$ cat config.mk
export PLATFORM = sky130hd
export DESIGN_NAME = axi_rd_vc_ctrl_flat
export DESIGN_NICKNAME = d
export VERILOG_FILES = /design/src/rtl/axi_rd_vc_ctrl_pkg.sv /design/src/rtl/axi_rd_vc_ctrl_if.sv /design/src/rtl/fifo.sv /design/src/rtl/ni_vc_fifo.sv /design/src/rtl/axi_rd_vc_ctrl.sv /design/src/flat_wrapper.sv
export SDC_FILE = /design/constraint.sdc
export NUM_CORES = 2
export LEC_CHECK = 0
export ABC_AREA = 1
export CAP_MARGIN = 25
export CORE_MARGIN = 3
export CORE_UTILIZATION = 25
export CTS_CLUSTER_DIAMETER = 120
export CTS_CLUSTER_SIZE = 16
export DETAILED_ROUTE_END_ITERATION = 12
export GPL_ROUTABILITY_DRIVEN = 0
export GPL_TIMING_DRIVEN = 1
export PLACE_DENSITY_LB_ADDON = 0.08
export SYNTH_ARGS = -nofsm -noshare
export SYNTH_HDL_FRONTEND = slang
export SYNTH_SLANG_ARGS = --single-unit
$ cat constraint.sdc
create_clock -name clk_axi -period 7.2 [get_ports clk_axi]
set_input_delay 0.72 -clock clk_axi [delete_from_list [all_inputs] [get_ports clk_axi]]
set_output_delay 0.72 -clock clk_axi [all_outputs]
set_load 0.1 [all_outputs]
$ cat src/rtl/axi_rd_vc_ctrl_pkg.sv
// Shared types for the NI read-side controller: AXI burst/resp encodings, OT entry, FSM states.
// Combinational helper only; no state.
package axi_rd_vc_ctrl_pkg;

  typedef enum logic [1:0] {
    FIXED = 2'b00,
    INCR  = 2'b01,
    WRAP  = 2'b10
  } burst_t;

  typedef enum logic [1:0] {
    OKAY   = 2'b00,
    EXOKAY = 2'b01,
    SLVERR = 2'b10,
    DECERR = 2'b11
  } aerror_t;

  // Field widths are upper bounds; instances use the low ID_W / VC_W bits.
  localparam int OT_ID_W = 8;
  localparam int OT_VC_W = 8;

  typedef struct packed {
    logic [OT_ID_W-1:0] id;
    logic [7:0]         len;
    logic [OT_VC_W-1:0] vc;
    logic               err;
  } s_ot_rd_t;

  typedef enum logic [1:0] {
    IDLE = 2'b00,
    DATA = 2'b01,
    ERR  = 2'b10
  } rd_fsm_t;

  function automatic logic burst_supported(input logic [1:0] burst);
    return (burst == FIXED) || (burst == INCR);
  endfunction

endpackage

$ cat src/rtl/axi_rd_vc_ctrl_if.sv
// AXI AR/R channels, packet-receiver flit port and per-VC IRQs of the NI read side.
// Slave modport is the controller; master modport is its environment.
interface axi_rd_vc_ctrl_if #(
  parameter int N_VC   = 4,
  parameter int DATA_W = 64,
  parameter int ADDR_W = 32,
  parameter int ID_W   = 4,
  parameter int VC_W   = 2
);
  logic              ar_valid;
  logic              ar_ready;
  logic [ADDR_W-1:0] ar_addr;
  logic [7:0]        ar_len;
  logic [1:0]        ar_burst;
  logic [ID_W-1:0]   ar_id;

  logic              r_valid;
  logic              r_ready;
  logic [DATA_W-1:0] r_data;
  logic [1:0]        r_resp;
  logic              r_last;
  logic [ID_W-1:0]   r_id;

  logic              pkt_valid;
  logic              pkt_ready;
  logic [VC_W-1:0]   pkt_vc;
  logic [DATA_W-1:0] pkt_data;

  logic [N_VC-1:0]   irq_vc;

  modport slave (
    input  ar_valid, ar_addr, ar_len, ar_burst, ar_id, r_ready, pkt_valid, pkt_vc, pkt_data,
    output ar_ready, r_valid, r_data, r_resp, r_last, r_id, pkt_ready, irq_vc
  );

  modport master (
    output ar_valid, ar_addr, ar_len, ar_burst, ar_id, r_ready, pkt_valid, pkt_vc, pkt_data,
    input  ar_ready, r_valid, r_data, r_resp, r_last, r_id, pkt_ready, irq_vc
  );
endinterface

$ cat src/rtl/fifo.sv
// Generic registered FIFO, any DEPTH >= 1.
// Data readable the cycle after push; push ignored when full, pop ignored when empty.
module fifo #(
  parameter int WIDTH = 8,
  parameter int DEPTH = 4
) (
  input  logic             clk_i,
  input  logic             arst_ni,
  input  logic             push_i,
  input  logic [WIDTH-1:0] data_i,
  input  logic             pop_i,
  output logic [WIDTH-1:0] data_o,
  output logic             full_o,
  output logic             empty_o
);
  localparam int AW = (DEPTH > 1) ? $clog2(DEPTH) : 1;
  localparam int CW = $clog2(DEPTH + 1);

  logic [WIDTH-1:0] mem_q [DEPTH];
  logic [AW-1:0]    wr_ptr_q, rd_ptr_q;
  logic [CW-1:0]    cnt_q;
  logic             wr_en, rd_en;

  function automatic logic [AW-1:0] ptr_inc(input logic [AW-1:0] ptr);
    return (ptr == AW'(DEPTH - 1)) ? '0 : ptr + 1'b1;
  endfunction

  assign full_o  = (cnt_q == CW'(DEPTH));
  assign empty_o = (cnt_q == '0);
  assign wr_en   = push_i && !full_o;
  assign rd_en   = pop_i && !empty_o;
  assign data_o  = mem_q[rd_ptr_q];

  always_ff @(posedge clk_i or negedge arst_ni) begin
    if (!arst_ni) begin
      wr_ptr_q <= '0;
      rd_ptr_q <= '0;
      cnt_q    <= '0;
    end else begin
      if (wr_en) wr_ptr_q <= ptr_inc(wr_ptr_q);
      if (rd_en) rd_ptr_q <= ptr_inc(rd_ptr_q);
      if (wr_en && !rd_en)      cnt_q <= cnt_q + 1'b1;
      else if (rd_en && !wr_en) cnt_q <= cnt_q - 1'b1;
    end
  end

  always_ff @(posedge clk_i) begin
    if (wr_en) mem_q[wr_ptr_q] <= data_i;
  end
endmodule

$ cat src/rtl/ni_vc_fifo.sv
// Per-VC flit buffer (power-of-2 DEPTH) exposing occupancy for the IRQ logic.
// Flit readable the cycle after push; push dropped when full, so callers gate on full_o.
module ni_vc_fifo #(
  parameter int WIDTH = 64,
  parameter int DEPTH = 8,
  localparam int AW    = $clog2(DEPTH),
  localparam int OCC_W = $clog2(DEPTH + 1)
) (
  input  logic             clk_i,
  input  logic             arst_ni,
  input  logic             push_i,
  input  logic [WIDTH-1:0] data_i,
  input  logic             pop_i,
  output logic [WIDTH-1:0] data_o,
  output logic             full_o,
  output logic             empty_o,
  output logic [OCC_W-1:0] occ_o
);
  logic [WIDTH-1:0] mem_q [DEPTH];
  logic [AW:0]      wr_ptr_q, rd_ptr_q;
  logic [AW:0]      diff;
  logic             wr_en, rd_en;

  // Extra MSB on the pointers separates full from empty without a counter.
  assign diff    = wr_ptr_q - rd_ptr_q;
  assign occ_o   = OCC_W'(diff);
  assign empty_o = (wr_ptr_q == rd_ptr_q);
  assign full_o  = (wr_ptr_q[AW] != rd_ptr_q[AW]) && (wr_ptr_q[AW-1:0] == rd_ptr_q[AW-1:0]);
  assign wr_en   = push_i && !full_o;
  assign rd_en   = pop_i && !empty_o;
  assign data_o  = mem_q[rd_ptr_q[AW-1:0]];

  always_ff @(posedge clk_i or negedge arst_ni) begin
    if (!arst_ni) begin
      wr_ptr_q <= '0;
      rd_ptr_q <= '0;
    end else begin
      if (wr_en) wr_ptr_q <= wr_ptr_q + 1'b1;
      if (rd_en) rd_ptr_q <= rd_ptr_q + 1'b1;
    end
  end

  always_ff @(posedge clk_i) begin
    if (wr_en) mem_q[wr_ptr_q[AW-1:0]] <= data_i;
  end
endmodule

$ cat src/rtl/axi_rd_vc_ctrl.sv
// NI read side: buffers receiver flits per VC and serves them as AXI read bursts (SLVERR on decode error/timeout).
// First beat 2 cycles after AR; ar_ready drops when MAX_OT_RD bursts queued; pkt_ready drops when the target VC is full.
module axi_rd_vc_ctrl
  import axi_rd_vc_ctrl_pkg::*;
#(
  parameter int              N_VC          = 4,
  parameter int              DATA_W        = 64,
  parameter int              ADDR_W        = 32,
  parameter int              ID_W          = 4,
  parameter int              VC_DEPTH      = 8,
  parameter int              MAX_OT_RD     = 4,
  parameter logic [ADDR_W-1:0] RD_BASE     = 'h2000,
  parameter int              IRQ_THRESHOLD = 1,
  parameter int              TIMEOUT_CYC   = 0,
  localparam int             VC_W          = (N_VC > 1) ? $clog2(N_VC) : 1,
  localparam int             OCC_W         = $clog2(VC_DEPTH + 1),
  localparam int             TO_W          = (TIMEOUT_CYC > 0) ? $clog2(TIMEOUT_CYC + 1) : 1
) (
  input logic              clk_axi,
  input logic              arst_axi,
  axi_rd_vc_ctrl_if.slave  bus
);
  logic [8:0]        ar_idx;
  logic              ar_err, ar_hs;
  s_ot_rd_t          ot_in, ot_head;
  logic              ot_full, ot_empty, ot_pop;
  logic [VC_W-1:0]   hvc;
  logic              unused_ot;

  logic [N_VC-1:0]   vc_full, vc_empty, vc_push, vc_pop;
  logic [DATA_W-1:0] vc_dat [N_VC];
  logic [OCC_W-1:0]  vc_occ [N_VC];
  logic              vc_pop_en;

  rd_fsm_t           state_q, state_d;
  logic [7:0]        beat_q, beat_d;
  logic [TO_W-1:0]   to_q, to_d;

  logic              r_valid_c, r_last_c;
  logic [1:0]        r_resp_c;
  logic [DATA_W-1:0] r_data_c;
  logic [ID_W-1:0]   r_id_c;

  assign ar_idx = bus.ar_addr[11:3];
  assign ar_err = (bus.ar_addr[ADDR_W-1:12] != RD_BASE[ADDR_W-1:12])
               || (bus.ar_addr[2:0] != 3'd0)
               || (32'(ar_idx) >= 32'(N_VC))
               || !burst_supported(bus.ar_burst);
  assign ar_hs  = bus.ar_valid && !ot_full;
  assign bus.ar_ready = !ot_full;

  // Error entries carry vc=0 so the head never indexes a nonexistent VC.
  always_comb begin
    ot_in                = '0;
    ot_in.id[ID_W-1:0]   = bus.ar_id;
    ot_in.len            = bus.ar_len;
    ot_in.vc[VC_W-1:0]   = ar_err ? '0 : ar_idx[VC_W-1:0];
    ot_in.err            = ar_err;
  end

  fifo #(
    .WIDTH ($bits(s_ot_rd_t)),
    .DEPTH (MAX_OT_RD)
  ) u_ot (
    .clk_i   (clk_axi),
    .arst_ni (arst_axi),
    .push_i  (ar_hs),
    .data_i  (ot_in),
    .pop_i   (ot_pop),
    .data_o  (ot_head),
    .full_o  (ot_full),
    .empty_o (ot_empty)
  );

  assign hvc       = ot_head.vc[VC_W-1:0];
  assign unused_ot = ^ot_head;

  assign bus.pkt_ready = !vc_full[bus.pkt_vc];

  for (genvar i = 0; i < N_VC; i++) begin : g_vc
    assign vc_push[i] = bus.pkt_valid && bus.pkt_ready && (bus.pkt_vc == VC_W'(i));

    ni_vc_fifo #(
      .WIDTH (DATA_W),
      .DEPTH (VC_DEPTH)
    ) u_vc_fifo (
      .clk_i   (clk_axi),
      .arst_ni (arst_axi),
      .push_i  (vc_push[i]),
      .data_i  (bus.pkt_data),
      .pop_i   (vc_pop[i]),
      .data_o  (vc_dat[i]),
      .full_o  (vc_full[i]),
      .empty_o (vc_empty[i]),
      .occ_o   (vc_occ[i])
    );

    assign bus.irq_vc[i] = (vc_occ[i] >= OCC_W'(IRQ_THRESHOLD));
  end

  always_ff @(posedge clk_axi or negedge arst_axi) begin
    if (!arst_axi) begin
      state_q <= IDLE;
      beat_q  <= '0;
      to_q    <= '0;
    end else begin
      state_q <= state_d;
      beat_q  <= beat_d;
      to_q    <= to_d;
    end
  end

  always_comb begin
    state_d   = state_q;
    beat_d    = beat_q;
    to_d      = to_q;
    ot_pop    = 1'b0;
    vc_pop_en = 1'b0;
    r_valid_c = 1'b0;
    r_last_c  = 1'b0;
    r_resp_c  = OKAY;
    r_data_c  = '0;
    r_id_c    = '0;
    unique case (state_q)
      IDLE: begin
        if (!ot_empty) begin
          state_d = ot_head.err ? ERR : DATA;
          beat_d  = '0;
          to_d    = '0;
        end
      end
      DATA: begin
        r_valid_c = !vc_empty[hvc];
        r_id_c    = ot_head.id[ID_W-1:0];
        r_last_c  = r_valid_c && (beat_q == ot_head.len);
        r_data_c  = r_valid_c ? vc_dat[hvc] : '0;
        if (r_valid_c && bus.r_ready) begin
          vc_pop_en = 1'b1;
          to_d      = '0;
          if (r_last_c) begin
            ot_pop  = 1'b1;
            state_d = IDLE;
          end else begin
            beat_d = beat_q + 8'd1;
          end
        end else if (!r_valid_c && (TIMEOUT_CYC != 0)) begin
          // Abort keeps beat_q so ERR completes exactly the beats still owed.
          if (to_q == TO_W'(TIMEOUT_CYC)) state_d = ERR;
          else                            to_d    = to_q + 1'b1;
        end
      end
      ERR: begin
        r_valid_c = 1'b1;
        r_resp_c  = SLVERR;
        r_id_c    = ot_head.id[ID_W-1:0];
        r_last_c  = (beat_q == ot_head.len);
        if (bus.r_ready) begin
          if (r_last_c) begin
            ot_pop  = 1'b1;
            state_d = IDLE;
          end else begin
            beat_d = beat_q + 8'd1;
          end
        end
      end
      default: state_d = IDLE;
    endcase
  end

  always_comb begin
    vc_pop = '0;
    if (vc_pop_en) vc_pop[hvc] = 1'b1;
  end

  assign bus.r_valid = r_valid_c;
  assign bus.r_last  = r_last_c;
  assign bus.r_resp  = r_resp_c;
  assign bus.r_data  = r_data_c;
  assign bus.r_id    = r_id_c;
endmodule

$ cat src/flat_wrapper.sv
// flat-port wrapper written by rule: the top's interface ports become plain ports
module axi_rd_vc_ctrl_flat import axi_rd_vc_ctrl_pkg::*;
#(
  parameter int              N_VC          = 4,
  parameter int              DATA_W        = 64,
  parameter int              ADDR_W        = 32,
  parameter int              ID_W          = 4,
  parameter int              VC_DEPTH      = 8,
  parameter int              MAX_OT_RD     = 4,
  parameter logic [ADDR_W-1:0] RD_BASE     = 'h2000,
  parameter int              IRQ_THRESHOLD = 1,
  parameter int              TIMEOUT_CYC   = 0,
  localparam int             VC_W          = (N_VC > 1) ? $clog2(N_VC) : 1,
  localparam int             OCC_W         = $clog2(VC_DEPTH + 1),
  localparam int             TO_W          = (TIMEOUT_CYC > 0) ? $clog2(TIMEOUT_CYC + 1) : 1
)
  (clk_axi, arst_axi, bus_ar_valid, bus_ar_addr, bus_ar_len, bus_ar_burst, bus_ar_id, bus_r_ready, bus_pkt_valid, bus_pkt_vc, bus_pkt_data, bus_ar_ready, bus_r_valid, bus_r_data, bus_r_resp, bus_r_last, bus_r_id, bus_pkt_ready, bus_irq_vc);
  axi_rd_vc_ctrl_if #(.N_VC(N_VC), .DATA_W(DATA_W), .ADDR_W(ADDR_W), .ID_W(ID_W), .VC_W((2))) bus_i ();
  input logic clk_axi;
  input logic arst_axi;
  input wire logic [$bits(bus_i.ar_valid)-1:0] bus_ar_valid;
  input wire logic [$bits(bus_i.ar_addr)-1:0] bus_ar_addr;
  input wire logic [$bits(bus_i.ar_len)-1:0] bus_ar_len;
  input wire logic [$bits(bus_i.ar_burst)-1:0] bus_ar_burst;
  input wire logic [$bits(bus_i.ar_id)-1:0] bus_ar_id;
  input wire logic [$bits(bus_i.r_ready)-1:0] bus_r_ready;
  input wire logic [$bits(bus_i.pkt_valid)-1:0] bus_pkt_valid;
  input wire logic [$bits(bus_i.pkt_vc)-1:0] bus_pkt_vc;
  input wire logic [$bits(bus_i.pkt_data)-1:0] bus_pkt_data;
  output wire logic [$bits(bus_i.ar_ready)-1:0] bus_ar_ready;
  output wire logic [$bits(bus_i.r_valid)-1:0] bus_r_valid;
  output wire logic [$bits(bus_i.r_data)-1:0] bus_r_data;
  output wire logic [$bits(bus_i.r_resp)-1:0] bus_r_resp;
  output wire logic [$bits(bus_i.r_last)-1:0] bus_r_last;
  output wire logic [$bits(bus_i.r_id)-1:0] bus_r_id;
  output wire logic [$bits(bus_i.pkt_ready)-1:0] bus_pkt_ready;
  output wire logic [$bits(bus_i.irq_vc)-1:0] bus_irq_vc;
  assign bus_i.ar_valid = bus_ar_valid;
  assign bus_i.ar_addr = bus_ar_addr;
  assign bus_i.ar_len = bus_ar_len;
  assign bus_i.ar_burst = bus_ar_burst;
  assign bus_i.ar_id = bus_ar_id;
  assign bus_i.r_ready = bus_r_ready;
  assign bus_i.pkt_valid = bus_pkt_valid;
  assign bus_i.pkt_vc = bus_pkt_vc;
  assign bus_i.pkt_data = bus_pkt_data;
  assign bus_ar_ready = bus_i.ar_ready;
  assign bus_r_valid = bus_i.r_valid;
  assign bus_r_data = bus_i.r_data;
  assign bus_r_resp = bus_i.r_resp;
  assign bus_r_last = bus_i.r_last;
  assign bus_r_id = bus_i.r_id;
  assign bus_pkt_ready = bus_i.pkt_ready;
  assign bus_irq_vc = bus_i.irq_vc;
  axi_rd_vc_ctrl #(.N_VC(N_VC), .DATA_W(DATA_W), .ADDR_W(ADDR_W), .ID_W(ID_W), .VC_DEPTH(VC_DEPTH), .MAX_OT_RD(MAX_OT_RD), .RD_BASE(RD_BASE), .IRQ_THRESHOLD(IRQ_THRESHOLD), .TIMEOUT_CYC(TIMEOUT_CYC)) u_core (.clk_axi(clk_axi), .arst_axi(arst_axi), .bus(bus_i));
endmodule
==> results.txt <==
----------------------------------------------------
[Outcome]
  Result of the run ... completed

[Die]
  FP Rows ... 213
  Die W ... 589 µm
  Placeable core region ... 337,000 µm²
  Die height ... 589 µm
  Area of the die ... 347,000 µm²
  Initial Util ... 25.2%
  Num ports ... 195

[Critical path]
  Start of the worst register-to-register path ... u_core.g_vc[0].u_vc_fifo.rd_ptr_q[2]$_DFFE_PN0P_
  Worst-case register-to-register setup slack ... 2.27 ns
  Critical R2R Capture ... u_core.g_vc[1].u_vc_fifo.mem_q[7][5]$_DFFE_PP_
  Critical Path Sink Type ... output port
  Arrival time reported for the critical path endpoint ... 5.39 ns
  Crit start category ... flop
  Worst Setup Path Type ... flop to output port
  Logic depth of the worst register-to-register path ... 12
  First element of the critical path ... u_core.g_vc[1].u_vc_fifo.rd_ptr_q[2]$_DFFE_PN0P_
  Critical path required time ... 6.48 ns
  Biggest fanout along the worst timing path ... 67

[Logic synthesis]
  Count of warnings emitted by yosys ... 0
  Synth cell types ... 42
  Post-Syn Area per Cell ... 13.4 µm²
  Fraction of the yosys area taken by sequential cells ... 75.9%
  Gate count of the mapped netlist ... 6,330
  Post-synthesis instance area ... 85,000 µm²
  Post-synthesis sequential element count ... 2,157
  Net count after synthesis ... 6,483

[Hold path]
  Depth of the worst hold-timing path ... 1
  Endpoint, Worst Hold ... u_core.g_vc[3].u_vc_fifo.wr_ptr_q[3]$_DFFE_PN0P_
  Source of the worst hold timing path ... u_core.g_vc[3].u_vc_fifo.wr_ptr_q[3]$_DFFE_PN0P_
  Worst min path class ... flop to flop

[Pwr]
  LEAKAGE ... 0.0299 µW
  Max VDD drop ... 0.000257 V
  Power density over the cells ... 352 nW/µm²

[Routing]
  Number of search-and-repair iterations in the first detailed-routing pass ... 5
  DR DRC count ... 0
  Detail-routed via count per cell ... 4.80
  Post-Route WL ... 298,000 µm
  Average wire per cell in the routed design ... 27.1 µm
  Number of routed nets with antenna violations ... 0
  Drt initial violations ... 4,402
  Number of vias in the routed layout ... 52,800

[Layout]
  Proportion of layout cells with a drive suffix above 1 ... 7.12%
  Area Overhead vs Synth ... 15.6%
  Commonest cells after routing, fill and taps aside ... 2,108 x sky130_fd_sc_hd__edfxtp_1, 1,282 x sky130_fd_sc_hd__nor2_1, 1,161 x sky130_fd_sc_hd__o21ai_0
  End-of-flow core utilization ... 29.1%
  # nets final ... 6,593
  Commonest non-fill, non-tap cell in the layout ... sky130_fd_sc_hd__edfxtp_1

[Clock network]
  Library cell used as clock root buffer ... sky130_fd_sc_hd__clkbuf_16
  Post-CTS setup buffer count ... 0
  Inserted Clock Buffers ... 159
  Count of instances resized after the clock tree is built ... 0
  Clk buf depth ... 4
  H-tree levels ... 4
  CTS sink cnt ... 2,157
  Worst skew pair latency ... 0.86 ns
  TritonCTS clock tree ... yes
  Hold-fix buffers at CTS ... 1
  Clock Pin Slew Worst Setup and Hold Paths ... 0.08 ns

[STA]
  Final Max Slew Viols ... 0
  Worst Max-Slew Pin Slew ... 1.05 ns
  RSZ-0062 raised after global routing ... no
  Worst slew margin ... 29.7%
  Shortest period the worst path allows ... 6.11 ns
  Clk_skew ... 0.0713 ns
  Hold Fails Final Rpt ... 0
  Aggregate negative setup slack ... 0 ns
  Final clock period utilization by the worst path ... 84.9%
  F_max ... 0.164 GHz
  Setup violations, final ... 0

[Global routing]
  Aggregate global-route resource usage ... 16.7%
  Initial antenna violation count ... 37
  Largest net degree at the start of global routing ... 128
  First-pass GRT wire length ... 415,000 µm
  Via count of the first global-routing pass ... 51,800
  Aggregate global routing overflow ... 0

[Placement]
  # port buffers ... 192
  HPWL Detailed ... 160,000 µm

[Run]
  Maxcap violations ... 0

----------------------------------------------------
-- logic make-up after synthesis --
family | after synthesis | synth area share, %
AND/OR/NAND/NOR | 1724 | 8.07
adder cells (fa/ha/maj) | 36 | 0.574
buffers and inverters | 533 | 2.54
multiplexers | 1 | 0.0133
XOR/XNOR | 33 | 0.340
other | 1 | 0.00441
AO/OA/AOI/OAI | 1845 | 12.5
flip-flops | 2157 | 75.9
-- routing by layer --
layer,share of wire (%),up-vias,GRT usage (%)
li1,-,23900,-
met1,46,27300,23.2
met2,47,1319,27.5
met3,4.6,339,2.28
met4,2.2,4,3.85
met5,0.0087,-,0
-- registers in the layout (all words and copies together) (netlist names) --
signal / cells
u_core.beat_q: 8
u_core.state_q: 2
u_core.g_vc.u_vc_fifo.wr_ptr_q: 16
u_core.u_ot.cnt_q: 3
u_core.u_ot.wr_ptr_q: 2
u_core.u_ot.rd_ptr_q: 2
u_core.g_vc.u_vc_fifo.rd_ptr_q: 16
u_core.u_ot.mem_q: 60
u_core.g_vc.u_vc_fifo.mem_q: 2048
-- where the power goes --
part	switching, µW	total [µW]	internal (µW)
Clock	4450	8610	4150
Combinational	8240	11100	2870
Sequential	571	14900	14300
-- stage by stage --
| step | hold WS (ns) | area, µm² | setup slack [ns] | instances | total power [µW] |
|---|---|---|---|---|---|
| floorplan | 0.424 | 85000 | 1.38 | 6330 | 21600 |
| global placement | 0.481 | 92600 | 1.75 | 10700 | 26400 |
| detailed placement | 0.483 | 93100 | 1.73 | 10800 | 26500 |
| CTS | 0.430 | 97500 | 0.753 | 11000 | 35200 |
| global route | 0.455 | 98200 | 0.666 | 11000 | 36500 |
| finish | 0.493 | 98200 | 1.09 | 11000 | 34600 |
-- cells in the mapped netlist, drive strengths merged --
| library cell | n | area [µm²] |
|---|---|---|
| mux2 | 1 | 11.3 |
| dfrtp | 49 | 1230 |
| nand3b | 1 | 7.51 |
| inv | 93 | 349 |
| xor2 | 23 | 201 |
| clkbuf | 322 | 1210 |
| nor4b | 1 | 8.76 |
| o21bai | 1 | 11.3 |
| buf | 115 | 589 |
| fa | 5 | 100 |
| a21oi | 20 | 111 |
| or2 | 2 | 12.5 |
| o211ai | 18 | 135 |
| nand4 | 18 | 119 |
| o22ai | 244 | 1530 |
| edfxtp | 2108 | 63300 |
| nor2 | 1317 | 4970 |
| a32oi | 1 | 8.76 |
| nor4 | 8 | 50.1 |
| clkinv | 3 | 11.3 |
| xnor2 | 10 | 87.6 |
| o221ai | 268 | 2350 |
| o21ai | 1278 | 6400 |
| a31oi | 15 | 93.8 |
| nand3 | 175 | 888 |
| ha | 31 | 388 |
| nand2 | 193 | 749 |
| nor3 | 9 | 56.3 |
| conb | 1 | 3.75 |
-- how the worst max path moves through the flow --
| stage | end | cells after the start | slack [ns] |
|---|---|---|---|
| detailed placement | bus_r_last | 14 | 1.73 |
| global placement | bus_r_last | 14 | 1.75 |
| CTS | bus_r_last | 14 | 0.75 |
| finish | bus_r_last | 14 | 1.09 |
| floorplan | u_core.g_vc[0].u_vc_fifo.mem_q[7][0]$_DFFE_PP_ | 13 | 1.38 |
| global route | bus_r_last | 14 | 0.67 |
-- worst max-delay path, cell delays in order, from the launching register on --
cell	delay (ns)
sky130_fd_sc_hd__dfrtp_4	0.68
sky130_fd_sc_hd__inv_6	0.57
sky130_fd_sc_hd__ha_1	0.39
sky130_fd_sc_hd__nand2_1	0.10
sky130_fd_sc_hd__nor2_1	0.06
sky130_fd_sc_hd__nand2_1	0.10
sky130_fd_sc_hd__nand2_1	0.06
sky130_fd_sc_hd__nand2_1	0.07
sky130_fd_sc_hd__nand2_1	0.06
sky130_fd_sc_hd__nand2_2	0.16
sky130_fd_sc_hd__nand2_8	0.42
sky130_fd_sc_hd__nand2_1	0.32
sky130_fd_sc_hd__nand2_1	0.11
sky130_fd_sc_hd__nor2_1	0.14
sky130_fd_sc_hd__clkdlybuf4s50_1	1.20
-- layout make-up --
type                       instances  area (µm²)
multi-input combinational       3640       18500
sequential                      2157       64600
inverter                          96         428
clock inverter                    10         131
fill                           34100      239000
tap                             4515        5650
clock buffer                     190        4200
antenna                           10        25.0
timing repair buffer             386        4660
No activity file was read; power rests on OpenSTA's default activity.
